<file path="src/rtl/rr_arb_idx8.sv">
// Eight-input round-robin arbiter. It emits a registered winner index plus a valid flag,
// holds each grant until it is released, and can revoke a grant after MAX_HOLD cycles.
module rr_arb_idx8 #(
    parameter int MAX_HOLD = 16,
    parameter int CNT_W    = 5
) (
    input  logic       clk,
    input  logic       rst,
    input  logic [7:0] req,
    input  logic       done,
    output logic       gnt_valid,
    output logic [2:0] gnt_idx,
    output logic       hold_expired
);

    typedef enum logic {
        IDLE  = 1'b0,
        GRANT = 1'b1
    } state_t;

    state_t           state_reg;
    logic [2:0]       ptr_reg;
    logic [CNT_W-1:0] hold_cnt_reg;
    logic             gnt_valid_reg;
    logic [2:0]       gnt_idx_reg;
    logic             hold_expired_reg;

    logic [7:0]       rot_req;
    logic [2:0]       pick_off;
    logic [2:0]       pick_idx;
    logic             timeout_hit;
    logic             release_now;

    // Rotate the requests so that bit 0 is the requester at ptr. The index
    // arithmetic wraps modulo 8 because it is 3 bits wide.
    for (genvar gi = 0; gi < 8; gi++) begin : g_rot
        assign rot_req[gi] = req[ptr_reg + 3'(gi)];
    end

    always_comb begin
        pick_off = 3'd0;
        for (int i = 7; i >= 0; i--) begin
            if (rot_req[i]) begin
                pick_off = 3'(i);
            end
        end
    end

    assign pick_idx = ptr_reg + pick_off;

    if (MAX_HOLD != 0) begin : g_timeout
        assign timeout_hit = (hold_cnt_reg == CNT_W'(MAX_HOLD - 1));
    end else begin : g_no_timeout
        assign timeout_hit = 1'b0;
    end

    assign release_now = done || !req[gnt_idx_reg] || timeout_hit;

    always_ff @(posedge clk) begin
        if (rst) begin
            state_reg        <= IDLE;
            ptr_reg          <= 3'd0;
            hold_cnt_reg     <= '0;
            gnt_valid_reg    <= 1'b0;
            gnt_idx_reg      <= 3'd0;
            hold_expired_reg <= 1'b0;
        end else begin
            hold_expired_reg <= 1'b0;
            case (state_reg)
                IDLE: begin
                    if (|req) begin
                        gnt_idx_reg   <= pick_idx;
                        gnt_valid_reg <= 1'b1;
                        hold_cnt_reg  <= '0;
                        state_reg     <= GRANT;
                    end
                end
                GRANT: begin
                    if (hold_cnt_reg != '1) begin
                        hold_cnt_reg <= hold_cnt_reg + 1'b1;
                    end
                    if (release_now) begin
                        gnt_valid_reg    <= 1'b0;
                        ptr_reg          <= gnt_idx_reg + 3'd1;
                        state_reg        <= IDLE;
                        // A release through done or a dropped request takes
                        // priority, so only a pure timeout raises the pulse.
                        hold_expired_reg <= !done && req[gnt_idx_reg];
                    end
                end
                default: begin
                    state_reg <= IDLE;
                end
            endcase
        end
    end

    assign gnt_valid    = gnt_valid_reg;
    assign gnt_idx      = gnt_idx_reg;
    assign hold_expired = hold_expired_reg;

endmodule

</file>
<file path="config.mk">
export PLATFORM = sky130hd
export DESIGN_NAME = rr_arb_idx8
export DESIGN_NICKNAME = d
export VERILOG_FILES = /design/src/rtl/rr_arb_idx8.sv
export SDC_FILE = /design/constraint.sdc
export NUM_CORES = 1
export LEC_CHECK = 0
export BUFFER_PORTS_ARGS = -buffer_cell sky130_fd_sc_hd__buf_2
export CAP_MARGIN = 10
export CORE_AREA = 2 2 52 66
export CTS_CLUSTER_SIZE = 25
export DETAILED_ROUTE_END_ITERATION = 10
export DIE_AREA = 0 0 54 68
export GPL_TIMING_DRIVEN = 0
export MAX_ROUTING_LAYER = met4
export SYNTH_ARGS = -nofsm -noshare
export SYNTH_HDL_FRONTEND = slang
export SYNTH_SLANG_ARGS = --single-unit
</file>
<file path="constraint.sdc">
create_clock -name clk -period 4.3 [get_ports clk]
set_input_delay 0.645 -clock clk [delete_from_list [all_inputs] [get_ports clk]]
set_output_delay 0.645 -clock clk [all_outputs]
set_load 0.005 [all_outputs]
</file>
Word level (Yosys, flattened, before mapping)
Index checks and enable logic that the tools add are counted.

cells by class
  reduce and logical (&&, ||, !) cells = 11
  add/subtract/negate cells = 10
  magnitude comparators = 9
  divide/modulo/power cells = 0
  eq/ne operators = 5
  shift-type cells = 0
  multipliers = 0
  bitwise gates (word level) = 2
  multiplexer cells = 35

operators by type and width
  operator                                                count
  < comparator 3 x 4 -> 1 bit (second input constant)     9
  binary-select mux 1 bit (select 3 bit)                  9
  2-to-1 mux 3 bit                                        8
  2-to-1 mux 1 bit                                        13
  adder 3 bit (second input constant)                     4
  2-to-1 mux 5 bit                                        2
  one-hot mux 5 bit (2 select lines)                      1
  AND reduction 2 bit                                     4
  OR reduction 8 bit                                      1
  adder 3 x 1 -> 3 bit (second input constant)            2
  adder 3 x 2 -> 3 bit (second input constant)            2
  adder 5 x 1 -> 5 bit (second input constant)            1
  equality test 5 x 4 -> 1 bit (second input constant)    1
  inequality test 5 bit (second input constant)           1
  inequality test 2 x 1 -> 1 bit (second input constant)  2
  one-hot mux 1 bit (2 select lines)                      2
  adder 3 bit                                             1
  OR reduction 3 bit                                      1
  logical NOT 1 bit                                       2
  logical OR 1 bit                                        2
  inequality test 2 bit (second input constant)           1
  NOT 1 bit                                               2
  logical AND 1 bit                                       1

storage, ports and cells
  flip-flop bits (word level) = 14
  output and inout bits = 5
  memories kept = 0
  latch bits = 0
  bits in writable memories = 0
  memory bits (read-only) = 0
  input bits = 11
  logic and storage cells = 78

Logic depth before layout (Yosys ltp)
  depth after elaboration = 12
  gate-level depth with buffers = 16
  mapped depth without buffers = 14

Worst setup path after synthesis
OpenSTA, ideal clock, no wires.

  path type = register to register
  start point = register ptr_reg[0]
  end point = register gnt_idx_reg[2] (netlist: gnt_idx[2])
  path slack = 0.958 ns
  stages on the path, launching flop included = 14
  clock period less this slack = 3.342 ns
  path buffers = 2
  required time = 4.223 ns
  arrival = 3.265 ns
  library setup time = 0.077 ns
  path through = dfxtp_1 > buf_2 > inv_2 > ha_1 > buf_6 > mux2_4 > mux4_2 > or2_1 > nor2_1 > a31oi_1 > fa_1 > xnor2_1 > a211o_1 > a41oi_2

on the way
  word-level cells in the longest chain between the ends = 12
  elaborated cells between the ends (all ways) = 32
  those cells by class = add/sub (8); mux (24)

ends and longest elaborated chain
  element                                 line  RTL
  start: declaration                      22    logic [2:0] ptr_reg;
  start signal: assignment                84    ptr_reg <= gnt_idx_reg + 3'd1;
  adder 3 bit                             37    assign rot_req[gi] = req[ptr_reg + 3'(gi)];
  binary-select mux 1 bit (select 3 bit)  37
  2-to-1 mux 1 bit (implied by the code)  37
  2-to-1 mux 3 bit (8 in series)          43    if (rot_req[i]) begin
  adder 3 bit *                           49    assign pick_idx = ptr_reg + pick_off;
  end signal: assignment                  72    gnt_idx_reg <= pick_idx;
  end: declaration                        25    logic [2:0] gnt_idx_reg;

Every way passes the cells marked *; elsewhere a longest branch is shown, timed or not. The select of a mux whose other input is x is not followed.
A chain may end at the register's enable or synchronous reset.

Worst setup path in the final report
Ends and elaborated chain as after synthesis.

==> summary.txt <==
Placed design
  • RePlAce Congestion: 0.805
  • Placed Area: 1470 µm²
  • IO buf count: 15
  • Post-DP HPWL: 2.43 mm
  • DP Cell Count: 185

Job
  • Max-Cap Viols: 0

Timing
  • Max Slew Vio Count: 0
  • Worst slew margin: 0.608
  • F_max: 278 MHz
  • Final Critical Period: 3.60 ns
  • Sum Neg Setup Slack: 0 ns
  • Crit share post-route: 0.837
  • RSZ-0062 raised after global routing: false
  • Final Hold Viols: 0
  • Setup-failing EPs final: 0
  • WHS: 0.470 ns
  • Clock skew: 0.00424 ns
  • Slew @ Worst Pin: 0.583 ns

Clock tree
  • Worst-path clk slew: 0.06 ns
  • H-tree depth: 1
  • Sinks on Clock Net: 14
  • Post-CTS Hold Buffers: 0
  • CTS tree: built
  • Total CTS buffers: 3
  • Post-CTS Setup Bufs: 0
  • Post-cts sizing count: 0
  • Root Buffer: clkbuf_8
  • Clock latency at the later pin of the worst-skew pair: 0.24 ns
  • Max clock buf depth: 2

Finish
  • Area of the multi-input gates: 990 µm²
  • Core Util, Final: 0.490
  • Design area: 1520 µm²
  • Commonest non-fill, non-tap cell in the layout: nor2_1
  • Nets: 172
  • Post-route insts no fill: 189
  • # diodes: 0
  • Register Area: 280 µm²
  • FILL cells: 303
  • Largest register FFs: 5
  • Most frequent cells in the layout: nor2_1 (17), buf_2 (16), dfxtp_1 (14)
  • Share of cells above drive strength 1: 0.296
  • Layout area overhead: 13.1%

Setup path
  • Worst Path Buf+Inv: 3
  • CP startpoint kind: flop
  • Cells along the critical path: buf_2, inv_2, ha_1, buf_6, mux2_4, mux4_2, or2_1, nor2_1, a31oi_1, fa_1, xnor2_1, a211o_1, a41oi_2
  • Crit-path slowest cell: mux4_2
  • CP max FO: 8
  • Crit end category: flop
  • Worst path required time: 4.47 ns
  • Crit-path max cell delay: 0.51 ns
  • Delay-heaviest family, CP: multiplexers
  • CP arrival: 3.77 ns
  • Crit Path Class: reg2reg

Power
  • P per Cell Area: 419 nW/µm²
  • Leak: 0.634 nW
  • Worst vdd ir: 0.281 mV

Drt
  • Avg Vias per Cell: 5.83
  • Routed wire per std cell: 15.9 µm
  • Drt total wl: 3.00 mm
  • TritonRoute pass-1 iters: 6
  • Iteration-0 DRC count of the detailed router: 21
  • Vias: 1101
  • ANT nets after route: 0
  • Residual DRC: 0

Synth
  • Top_reg_cell synth: dfxtp_1
  • Synthesized flop and latch total: 14
  • Post-Syn Area per Cell: 10.1 µm²
  • Ys Warns: 0
  • Synth unique cells: 40
  • Share of flip-flops with an asynchronous set or reset: 0
  • Part of the Yosys area used for sequential elements: 0.208
  • Post-synth EDFFs: 0
  • Post-synthesis net count: 152
  • Mapped Cells: 133
  • Mapped cell area: 1350 µm²

GRT
  • Initial antenna violation count: 0
  • Grt ovf: 0
  • All-Layer GR Usage: 0.191
  • Number of global-route vias before repair: 1115
  • First-pass GRT wire length: 5.02 mm
  • Largest net degree at the start of global routing: 11

Floorplanning
  • Initial Utilization: 0.433
  • Die Ht: 68 µm
  • Rows: 23
  • Die span in x: 54 µm
  • Die Area: 3670 µm²
  • Core Region: 3110 µm²
  • Io pins: 16

Hold path
  • Worst min-delay path class: reg2reg

Outcome
  • Outcome: complete, no violations
==> final timing paths <==
path                            startpoint          to  slack (ns)  cells after the start
worst min register to register   gnt_valid   gnt_valid        0.47                      2
worst min-delay path             gnt_valid   gnt_valid        0.47                      2
worst max register to register  ptr_reg[0]  gnt_idx[2]        0.70                     13
worst max-delay path            ptr_reg[0]  gnt_idx[2]        0.70                     13
==> cells by family after synthesis <==
family          Yosys count  share of synthesized area
simple gates             38                      0.146
buf+inv                  13                     0.0558
mux                      26                      0.328
flops                    14                      0.208
compound gates           29                      0.149
fa+ha+maj                 8                     0.0800
xor+xnor                  5                     0.0326
==> final cells by class <==
cell class | count | area share
Inverter | 8 | 0.0197
Tap cell | 37 | 0.0304
Sequential cell | 14 | 0.184
Buffer | 5 | 0.0296
Timing Repair Buffer | 15 | 0.0493
Clock buffer | 4 | 0.0362
Multi-Input combinational cell | 106 | 0.650
==> where the power goes <==
part           switching, mW  internal [mW]  total (mW)
clock network         0.0430         0.0809       0.124
logic                  0.166          0.177       0.342
registers             0.0233          0.148       0.171
==> metal layers <==
metal | routed length, µm | track usage
met4 | 34 | 0.0469
met1 | 1180 | 0.204
met2 | 1740 | 0.361
met5 | 0 | -
met3 | 42 | 0.0262
==> synthesized netlist by cell type, types with 3 or more instances <==
library cell | n | share of area
mux2i_1 | 7 | 0.052
mux2_2 | 3 | 0.025
o21ai_0 | 4 | 0.015
a22oi_1 | 4 | 0.022
nor2_1 | 17 | 0.047
o21bai_1 | 3 | 0.017
dfxtp_1 | 14 | 0.21
mux4_2 | 10 | 0.17
mux2_4 | 4 | 0.045
inv_1 | 7 | 0.020
ha_1 | 7 | 0.065
or2_1 | 3 | 0.014
nand2_1 | 3 | 0.0084
xor2_1 | 3 | 0.020
a21oi_1 | 6 | 0.022
==> stage by stage <==
stage               total power, mW  worst slack [ns]
floorplan                     0.442             0.958
global placement              0.510             0.720
detailed placement            0.518             0.710
CTS                           0.645             0.686
global route                  0.688             0.517
finish                        0.638             0.700
==> tightest hold or removal path: cells and delay by family (launching register included) <==
kind | cells | cell delay (ns)
flops | 1 | 0.32
simple gates | 2 | 0.12
Note: power is estimated with default switching activity, not from simulation.
